--- src/rtl/alu_seq_if.sv ---
// alu_seq_if: request/result bundle for alu_seq_reg.
//   master : drives start, ALU_op, A, B; observes busy, done, res, zero, overflow
//   slave  : the ALU stage itself
//   start     request, only honoured while busy=0
//   ALU_op    operation select, sampled with start
//   A, B      operands (A[4:0] = shift amount, B = shift source for SRL)
//   busy      SRL iterating
//   done      one-cycle pulse when res/zero/overflow were updated
//   res       registered result
//   zero      registered res==0
//   overflow  registered signed overflow (ADD/SUB only)
interface alu_seq_if #(
    parameter int WIDTH = 32
);
    logic             start;
    logic [2:0]       ALU_op;
    logic [WIDTH-1:0] A;
    logic [WIDTH-1:0] B;
    logic             busy;
    logic             done;
    logic [WIDTH-1:0] res;
    logic             zero;
    logic             overflow;

    modport master (
        output start, ALU_op, A, B,
        input  busy, done, res, zero, overflow
    );

    modport slave (
        input  start, ALU_op, A, B,
        output busy, done, res, zero, overflow
    );
endinterface

--- src/rtl/alu_seq_reg.sv ---
// alu_seq_reg: registered, handshaked ALU stage.
// Single-cycle ops (AND, OR, ADD, XOR, NOR, SUB, SLT, SRL by 0) update
// res/zero/overflow on the start edge and pulse done the following cycle.
// SRL by n>0 shifts one bit per clock; busy is high while iterating and
// start is ignored until the result edge.
//
// Ports:
//   clk    system clock, rising edge
//   rst_n  asynchronous active-low reset
//   bus    alu_seq_if.slave (start, ALU_op, A, B -> busy, done, res, zero, overflow)
//
// Build option:
//   ALU_FAST_SHIFT_EN  when defined, SRL uses a combinational barrel shifter
//                      and completes in one cycle; busy is tied to 0 and the
//                      iterative shifter is not built.
//
// State table (iterative build):
//   state   | meaning
//   S_IDLE  | waiting for start; single-cycle ops complete here
//   S_SHIFT | SRL iterating one bit per clock, busy=1
//
// The shift amount is A[4:0], so WIDTH must be 32.
module alu_seq_reg #(
    parameter int WIDTH = 32
) (
    input  logic       clk,
    input  logic       rst_n,
    alu_seq_if.slave   bus
);

    localparam logic [2:0] OP_AND = 3'b000;
    localparam logic [2:0] OP_OR  = 3'b001;
    localparam logic [2:0] OP_ADD = 3'b010;
    localparam logic [2:0] OP_XOR = 3'b011;
    localparam logic [2:0] OP_NOR = 3'b100;
    localparam logic [2:0] OP_SRL = 3'b101;
    localparam logic [2:0] OP_SUB = 3'b110;
    localparam logic [2:0] OP_SLT = 3'b111;

    logic [WIDTH-1:0] sum;
    logic [WIDTH-1:0] diff;
    logic             add_ovf;
    logic             sub_ovf;
    logic [4:0]       shamt;
    logic [WIDTH-1:0] alu_res;
    logic             alu_ovf;

    assign shamt   = bus.A[4:0];
    assign sum     = bus.A + bus.B;
    assign diff    = bus.A - bus.B;
    assign add_ovf = (bus.A[WIDTH-1] == bus.B[WIDTH-1]) && (sum[WIDTH-1]  != bus.A[WIDTH-1]);
    assign sub_ovf = (bus.A[WIDTH-1] != bus.B[WIDTH-1]) && (diff[WIDTH-1] != bus.A[WIDTH-1]);

    always_comb begin
        alu_res = '0;
        alu_ovf = 1'b0;
        case (bus.ALU_op)
            OP_AND: alu_res = bus.A & bus.B;
            OP_OR:  alu_res = bus.A | bus.B;
            OP_ADD: begin
                alu_res = sum;
                alu_ovf = add_ovf;
            end
            OP_XOR: alu_res = bus.A ^ bus.B;
            OP_NOR: alu_res = ~(bus.A | bus.B);
`ifdef ALU_FAST_SHIFT_EN
            OP_SRL: alu_res = bus.B >> shamt;
`else
            // Only reached for a zero shift amount; n>0 goes through S_SHIFT.
            OP_SRL: alu_res = bus.B;
`endif
            OP_SUB: begin
                alu_res = diff;
                alu_ovf = sub_ovf;
            end
            OP_SLT: alu_res = {{(WIDTH-1){1'b0}}, diff[WIDTH-1] ^ sub_ovf};
            default: alu_res = '0;
        endcase
    end

    logic [WIDTH-1:0] res_q,  res_nx;
    logic             zero_q, zero_nx;
    logic             ovf_q,  ovf_nx;
    logic             done_q, done_nx;

`ifdef ALU_FAST_SHIFT_EN

    always_comb begin
        res_nx  = res_q;
        zero_nx = zero_q;
        ovf_nx  = ovf_q;
        done_nx = 1'b0;
        if (bus.start) begin
            res_nx  = alu_res;
            zero_nx = (alu_res == '0);
            ovf_nx  = alu_ovf;
            done_nx = 1'b1;
        end
    end

    always_ff @(posedge clk or negedge rst_n) begin
        if (!rst_n) begin
            res_q  <= '0;
            zero_q <= 1'b1;
            ovf_q  <= 1'b0;
            done_q <= 1'b0;
        end else begin
            res_q  <= res_nx;
            zero_q <= zero_nx;
            ovf_q  <= ovf_nx;
            done_q <= done_nx;
        end
    end

    assign bus.busy = 1'b0;

`else

    typedef enum logic [0:0] {
        S_IDLE  = 1'b0,
        S_SHIFT = 1'b1
    } state_t;

    state_t           state, state_nx;
    logic [WIDTH-1:0] sh,    sh_nx;
    logic [4:0]       cnt,   cnt_nx;
    logic             busy_q, busy_nx;
    logic [WIDTH-1:0] sh_shr;

    assign sh_shr = {1'b0, sh[WIDTH-1:1]};

    always_comb begin
        state_nx = state;
        sh_nx    = sh;
        cnt_nx   = cnt;
        res_nx   = res_q;
        zero_nx  = zero_q;
        ovf_nx   = ovf_q;
        busy_nx  = busy_q;
        done_nx  = 1'b0;
        case (state)
            S_IDLE: begin
                if (bus.start) begin
                    if ((bus.ALU_op == OP_SRL) && (shamt != 5'd0)) begin
                        sh_nx    = bus.B;
                        cnt_nx   = shamt;
                        busy_nx  = 1'b1;
                        state_nx = S_SHIFT;
                    end else begin
                        res_nx  = alu_res;
                        zero_nx = (alu_res == '0);
                        ovf_nx  = alu_ovf;
                        done_nx = 1'b1;
                    end
                end
            end
            S_SHIFT: begin
                sh_nx  = sh_shr;
                cnt_nx = cnt - 5'd1;
                if (cnt == 5'd1) begin
                    res_nx   = sh_shr;
                    zero_nx  = (sh_shr == '0);
                    ovf_nx   = 1'b0;
                    busy_nx  = 1'b0;
                    done_nx  = 1'b1;
                    state_nx = S_IDLE;
                end
            end
            default: begin
                busy_nx  = 1'b0;
                state_nx = S_IDLE;
            end
        endcase
    end

    always_ff @(posedge clk or negedge rst_n) begin
        if (!rst_n) begin
            state  <= S_IDLE;
            sh     <= '0;
            cnt    <= '0;
            res_q  <= '0;
            zero_q <= 1'b1;
            ovf_q  <= 1'b0;
            busy_q <= 1'b0;
            done_q <= 1'b0;
        end else begin
            state  <= state_nx;
            sh     <= sh_nx;
            cnt    <= cnt_nx;
            res_q  <= res_nx;
            zero_q <= zero_nx;
            ovf_q  <= ovf_nx;
            busy_q <= busy_nx;
            done_q <= done_nx;
        end
    end

    assign bus.busy = busy_q;

`endif

    assign bus.res      = res_q;
    assign bus.zero     = zero_q;
    assign bus.overflow = ovf_q;
    assign bus.done     = done_q;

endmodule

--- src/flat_wrapper.sv ---
// flat-port wrapper written by rule: the top's interface ports become plain ports
module alu_seq_reg_flat 
#(
    parameter int WIDTH = 32
)
  (clk, rst_n, bus_start, bus_ALU_op, bus_A, bus_B, bus_busy, bus_done, bus_res, bus_zero, bus_overflow);
  alu_seq_if #(.WIDTH(WIDTH)) bus_i ();
  input  logic clk;
  input  logic rst_n;
  input wire logic [$bits(bus_i.start)-1:0] bus_start;
  input wire logic [$bits(bus_i.ALU_op)-1:0] bus_ALU_op;
  input wire logic [$bits(bus_i.A)-1:0] bus_A;
  input wire logic [$bits(bus_i.B)-1:0] bus_B;
  output wire logic [$bits(bus_i.busy)-1:0] bus_busy;
  output wire logic [$bits(bus_i.done)-1:0] bus_done;
  output wire logic [$bits(bus_i.res)-1:0] bus_res;
  output wire logic [$bits(bus_i.zero)-1:0] bus_zero;
  output wire logic [$bits(bus_i.overflow)-1:0] bus_overflow;
  assign bus_i.start = bus_start;
  assign bus_i.ALU_op = bus_ALU_op;
  assign bus_i.A = bus_A;
  assign bus_i.B = bus_B;
  assign bus_busy = bus_i.busy;
  assign bus_done = bus_i.done;
  assign bus_res = bus_i.res;
  assign bus_zero = bus_i.zero;
  assign bus_overflow = bus_i.overflow;
  alu_seq_reg #(.WIDTH(WIDTH)) u_core (.clk(clk), .rst_n(rst_n), .bus(bus_i));
endmodule
--- config.mk ---
export PLATFORM = sky130hd
export DESIGN_NAME = alu_seq_reg_flat
export DESIGN_NICKNAME = d
export VERILOG_FILES = /design/src/rtl/alu_seq_if.sv /design/src/rtl/alu_seq_reg.sv /design/src/flat_wrapper.sv
export SDC_FILE = /design/constraint.sdc
export NUM_CORES = 1
export LEC_CHECK = 0
export ABC_AREA = 0
export CAP_MARGIN = 20
export CORE_MARGIN = 2
export CORE_UTILIZATION = 45
export CTS_CLUSTER_DIAMETER = 80
export DETAILED_ROUTE_END_ITERATION = 12
export DONT_BUFFER_PORTS = 1
export SYNTH_ARGS = -nofsm -noshare
export SYNTH_HDL_FRONTEND = slang
export SYNTH_SLANG_ARGS = --single-unit
--- constraint.sdc ---
create_clock -name clk -period 4.1 [get_ports clk]
set_input_delay 1.025 -clock clk [delete_from_list [all_inputs] [get_ports clk]]
set_output_delay 1.025 -clock clk [all_outputs]
set_load 0.05 [all_outputs]
* Word level (Yosys, flattened, before mapping)
Index checks and enable logic that the tools add are counted.
Word-level totals: memories kept 0, latch bits 0, bits in read-only memories 0, register bits after elaboration 74, output and inout port bits 36, logic and storage cells 74, RAM bits 0
Operators by class: multiply operators 0, reductions and logical operators 10, $lt $le $gt $ge 0, divide/modulo/power cells 0, equality and inequality tests 16, bitwise logic cells 6, add/sub/neg operators 3, multiplexer cells 31, shift operators 0
Operators with widths (number):
- case mux 32 bit (8 select lines) | 1
- two-way mux 32 bit | 5
- case mux 32 bit (2 select lines) | 2
- logical NOT 32 bit | 2
- adder 32 bit | 1
- bitwise AND 32 bit | 1
- inverter 32 bit | 1
- OR 32 bit | 1
- subtractor 32 bit | 1
- bitwise XOR 32 bit | 1
- two-way mux 1 bit | 14
- equality test 3 bit, second input constant | 4
- case mux 1 bit (2 select lines) | 6
- two-way mux 5 bit | 2
- case mux 5 bit (2 select lines) | 1
- equality test 3 x 2 -> 1 bit, second input constant | 2
- != test 2 bit, second input constant | 3
- AND reduction 3 bit | 2
- equality test 5 x 1 -> 1 bit, second input constant | 1
- nonzero test 5 bit | 1
- subtractor 5 x 1 -> 5 bit, second input constant | 1
- equality test 3 x 1 -> 1 bit, second input constant | 1
- logical AND 1 bit | 3
- logical NOT 3 bit | 1
- other kinds (6) | 8

* Longest topological paths before layout
word-level depth 9, gate-level depth with buffers 24, gate-level depth less buffers 23

* Worst setup path before layout
OpenSTA, ideal clock, no wires.
kind input-to-reg, start point input bus_B[1], end point register u_core.zero_q, in the netlist u_core.bus.zero, path slack -1.217 ns, path buffers 0, data arrival time 5.231 ns, stages on the path 23, library setup time 0.086 ns, path through inv_1 > ha_1 > o21ba_1 > or4_4 > a21oi_1 > o21ai_0 > nand3_1 > a31o_2 > a311o_1 > a21oi_1 > nor2_1 > nor2_1 > fa_1 > a31oi_1 > o221ai_1 > a311oi_1 > o211ai_1 > nor4b_2 > nand4_1 > or4_1 > nor4_1 > nand4_1 > o31ai_2
Between the ends: cells in the longest elaborated chain, start to end 9, elaborated cells on any way between the ends 14, classes of those cells add/sub (2); eq/ne (1); mux (4); bitwise (5); reduce/logical (2)
RTL lines:
- start, declared | RTL line flat_wrapper.sv:13 | input wire logic [$bits(bus_i.B)-1:0] bus_B;
- subtractor 32 bit | RTL line alu_seq_reg.sv:50 | assign diff = bus.A - bus.B;
- != test 1 bit | RTL line alu_seq_reg.sv:52 | assign sub_ovf = (bus.A[WIDTH-1] != bus.B[WIDTH-1]) && (diff[WIDTH-1] != bus.A[WIDTH-1]);
- logical AND 1 bit | RTL line alu_seq_reg.sv:52
- bitwise XOR 1 bit | RTL line alu_seq_reg.sv:76 | OP_SLT: alu_res = {{(WIDTH-1){1'b0}}, diff[WIDTH-1] ^ sub_ovf};
- case mux 32 bit (8 select lines) * | RTL line alu_seq_reg.sv:57 | case (bus.ALU_op)
- logical NOT 32 bit * | RTL line alu_seq_reg.sv:151 | zero_nx = (alu_res == '0);
- two-way mux 1 bit * | RTL line alu_seq_reg.sv:144 | if ((bus.ALU_op == OP_SRL) && (shamt != 5'd0)) begin
- two-way mux 1 bit * | RTL line alu_seq_reg.sv:143 | if (bus.start) begin
- case mux 1 bit (2 select lines) * | RTL line alu_seq_reg.sv:141 | case (state)
- end signal, assigned | RTL line alu_seq_reg.sv:191 | zero_q <= zero_nx;
- end, declared | RTL line alu_seq_reg.sv:82 | logic zero_q, zero_nx;
Mark *: on every way between the ends. The rest lies on a longest branch, timed or not. The select of a mux whose other input is x is not followed. A chain may end at the register's enable or synchronous reset.

* Final worst setup path
start point input bus_A[1], end point register u_core.zero_q, in the netlist u_core.bus.zero
Between the ends: cells in the longest elaborated chain, start to end 9, elaborated cells on any way between the ends 18, classes of those cells add/sub (2); eq/ne (2); mux (4); bitwise (5); reduce/logical (5)
RTL lines:
- start, declared | RTL line flat_wrapper.sv:12 | input wire logic [$bits(bus_i.A)-1:0] bus_A;
- subtractor 32 bit | RTL line alu_seq_reg.sv:50
- != test 1 bit | RTL line alu_seq_reg.sv:52
- logical AND 1 bit | RTL line alu_seq_reg.sv:52
- bitwise XOR 1 bit | RTL line alu_seq_reg.sv:76
- case mux 32 bit (8 select lines) | RTL line alu_seq_reg.sv:57
- logical NOT 32 bit | RTL line alu_seq_reg.sv:151
- two-way mux 1 bit | RTL line alu_seq_reg.sv:144
- two-way mux 1 bit | RTL line alu_seq_reg.sv:143
- case mux 1 bit (2 select lines) | RTL line alu_seq_reg.sv:141
Several ways; a longest one is shown, not always the timed one. The select of a mux whose other input is x is not followed.

==> impl_metrics.csv <==
group,metric,value,unit
clock_network,cts.path.max_buffers,2,
sta,rsz0062_at_grt,"yes",
floorplanning,die_w,151,um
route,wirelength,41.3,mm
clock_network,root_buffer,"clkbuf_16",
synthesis,synth_ff_type,"dfrtp_1",
route,drc_errors,0,
clock_network,cts_buffers,9,
placed_design,post_dp_cell_area,11800,um^2
floorplanning,num_io_pins,106,
worst_setup_path,cp.required,4.35,ns
global_routing,grt_antenna_before_repair,0,
route,drtIter0Drc,1168,
sta,worstMarginPinSlew,0.734,ns
synthesis,ys_types,93,
sta,finalCritPeriodShare,128,%
worst_setup_path,worst_ep_arrival_time,5.48,ns
route,viasPerCell,6.30,
placed_design,place_congestion,1.03,
final_layout,drive_gt1_share,25.2,%
floorplanning,die_h,151,um
floorplanning,start_util,46.1,%
final_layout,fin_nets,1720,
route,dr_wl_met2,18.2,mm
sta,final.setup_skew,0.00615,ns
global_routing,grt_pass1_wl,62.6,mm
placed_design,hpwl,31.7,mm
worst_setup_path,slowest_delay,0.51,ns
synthesis,synth_nets,1523,
final_layout,area_growth,28.3,%
sta,finalWorstSetupSlack,-1.13,ns
route,wl_per_cell,22.6,um
sta,max_freq,0.191,GHz
route,dr_wl_met3,3.86,mm
power_and_ir_drop,p_leak,5.68,nW
sta,relSlewSlack,50.5,%
final_layout,design_area,12500,um^2
final_layout,n_antenna_cell,0,
global_routing,grt_max_degree,79,
run_status,status,"complete, but fails checks",
synthesis,yosysSeqAreaShare,18.8,%
worst_setup_path,path_class,"in -> reg",
sta,slew_violations,0,
final_layout,fill_cells,2020,
worst_setup_path,crit_chain,"inv_12 -> ha_4 -> o21ba_4 -> or4_4 -> a21oi_4 -> o21ai_2 -> nand3_2 -> a31o_4 -> a311o_1 -> a21oi_1 -> nor2_1 -> nor2_2 -> fa_2 -> a31oi_4 -> o221ai_2 -> a311oi_2 -> o211ai_1 -> nor4b_2 -> nand4_1 -> or4_4 -> nor4_2 -> nand4_1 -> o31ai_2",
clock_network,clock-sinks,73,
synthesis,syn_avg_cell_area,7.24,um^2
route,dr_total_vias,11500,
route,ant_nets,0,
worst_setup_path,critPathCaptureType,"flop",
synthesis,ys_warn_count,0,
final_layout,postLayoutCoreUtil,59.1,%
floorplanning,die_area,22800,um^2
synthesis,synth-edff-count,0,
sta,fin_crit,5.23,ns
clock_network,cts_tree,"done",
floorplanning,rows,53,
worst_setup_path,cp-start-kind,"primary input",
clock_network,clk_pin_slew,0.06,ns
placed_design,portBuffers,0,
synthesis,syn_inst,1346,
power_and_ir_drop,peakVddDrop,0.416,mV
clock_network,cts_max_level,3,
worst_setup_path,critPathSlowestCell,"or4_4",
floorplanning,core,21200,um^2
global_routing,first_global_vias,11000,
sta,setup_violations,3,
synthesis,synth.ff_latch_count,73,
clock_network,clock_latency,0.33,ns
worst_hold_path,hold_path.class,"in -> async",
global_routing,gr-total-overflow,0,
run_status,violations,"negative setup slack",
power_and_ir_drop,pwr_density_cell,384,nW/um^2
worst_setup_path,critPathMaxFanout,4,
synthesis,synthArstFlopShare,100,%
synthesis,synth.cell_area,9740,um^2
sta,hold_viol_final,0,
global_routing,grt.total_usage,35.8,%
route,dr.max_layer_used,"met4",
route,wl_met1,16.7,mm
power_and_ir_drop,p_total,4.80,mW
route,drt_pre_antenna_iters,5,
job,maxCapViolations,0,
-- per-stage QoR --
step | TNS [ns] | worst slack [ns] | std cells | hold WS, ns
4_1_cts | -2.17 | -1.09 | 1829 | 0.378
2_1_floorplan | -1.11 | -1.05 | 1346 | 0.487
3_3_place_gp | -5.94 | -1.53 | 1797 | 0.517
6_report | -1.55 | -1.13 | 1822 | 0.384
5_1_grt | -1.95 | -1.26 | 1822 | 0.377
3_5_place_dp | -5.98 | -1.67 | 1797 | 0.519
-- cell families (layout without fill, tap and decap cells) --
kind of cell	count (synthesis)	count (layout)	share of synthesized area [%]
multiplexers	20	20	2.09
buffers and inverters	189	390	7.83
adder cells (fa/ha/maj)	107	107	14.0
AO/OA/AOI/OAI	492	492	34.2
XOR/XNOR	13	13	1.17
AND/OR/NAND/NOR	452	452	22.0
flip-flops	73	73	18.8
-- flip-flops by register name (all words and copies together) (netlist names) --
name / flops
u_core.bus.res: 32
u_core.sh: 31
u_core.cnt: 5
u_core.bus.busy: 1
u_core.bus.done: 1
u_core.bus.overflow: 1
u_core.bus.zero: 1
u_core.state: 1
-- report_power, final --
part / switching, mW / internal, mW
logic: 1.24 / 0.961
clock network: 0.291 / 0.418
registers: 0.863 / 1.03
-- area by class of cell --
type                       instances  area, um^2  share of cell area [%]
tap                              275         344                    2.75
clock inverter                     4        20.0                   0.160
multi-input combinational       1084        7540                    60.3
clock buffer                      11         243                    1.94
sequential                        73        1830                    14.6
timing repair buffer             274        2120                    16.9
inverter                         101         412                    3.29
-- per-layer routing --
layer | vias up | global-route usage (%)
met5 | - | 0
met4 | 0 | 19.8
met3 | 111 | 7.41
met2 | 569 | 56.4
met1 | 5444 | 45.8
li1 | 5352 | -
-- path summary, 6_finish.rpt --
check | from | depth (start not counted) | slack, ns | endpoint
max | bus_A[1] | 23 | -1.13 | u_core.bus.zero
min | rst_n | 0 | 0.38 | u_core.bus.res[27]
max reg2reg | u_core.cnt[1] | 13 | 1.14 | u_core.bus.zero
min reg2reg | u_core.cnt[2] | 1 | 0.53 | u_core.cnt[2]
max in group asynchronous | rst_n | 0 | 3.52 | u_core.bus.zero
min in group clk | u_core.cnt[2] | 1 | 0.53 | u_core.cnt[2]
-- Yosys cell counts (19+ instances only) --
library cell / instances / area [um^2]
nor2_1: 171 / 642
a21oi_1: 136 / 681
ha_1: 104 / 1300
nand2_1: 97 / 364
inv_1: 95 / 357
o21ai_0: 84 / 420
dfrtp_1: 72 / 1800
clkbuf_1: 59 / 221
nor3_1: 40 / 200
nand3_1: 24 / 120
nor4_1: 22 / 138
buf_2: 19 / 95.1
o31ai_1: 19 / 143
-- layout by cell type (no fill, tap or decap), drive strengths merged, types with 10 or more instances in the layout --
| cell | n |
|---|---|
| nor2b | 16 |
| o21ai | 87 |
| nor4 | 23 |
| o31ai | 20 |
| nand3 | 24 |
| a21oi | 139 |
| clkbuf | 11 |
| or2 | 10 |
| a221oi | 16 |
| inv | 98 |
| a31oi | 17 |
| o21a | 15 |
| o21bai | 14 |
| nor3 | 40 |
| a211oi | 16 |
| a21o | 18 |
| and2 | 10 |
| nand2b | 12 |
| mux2i | 17 |
| nor2 | 173 |
| ha | 104 |
| o22ai | 10 |
| o211ai | 15 |
| nand4 | 17 |
| a22oi | 17 |
| nand2 | 98 |
| buf | 274 |
| dfrtp | 72 |
| a311oi | 11 |
-- repair_timing --
item                       in CTS  in global routing
buffers inserted               17                  8
gates resized for setup        43                 39
hold buffers                    0                  0
pin swaps                      26                 31
setup endpoints to repair       7                 11
cloned                          0                  0
-- critical path: cells and delay by family --
kind	cells	cell delay, ns
and+or+nand+nor	9	2.03
adders and majority gates	2	0.63
buffers and inverters	1	0.02
AOI/OAI and AO/OA	11	1.77
(Power assumes the default switching activity.)
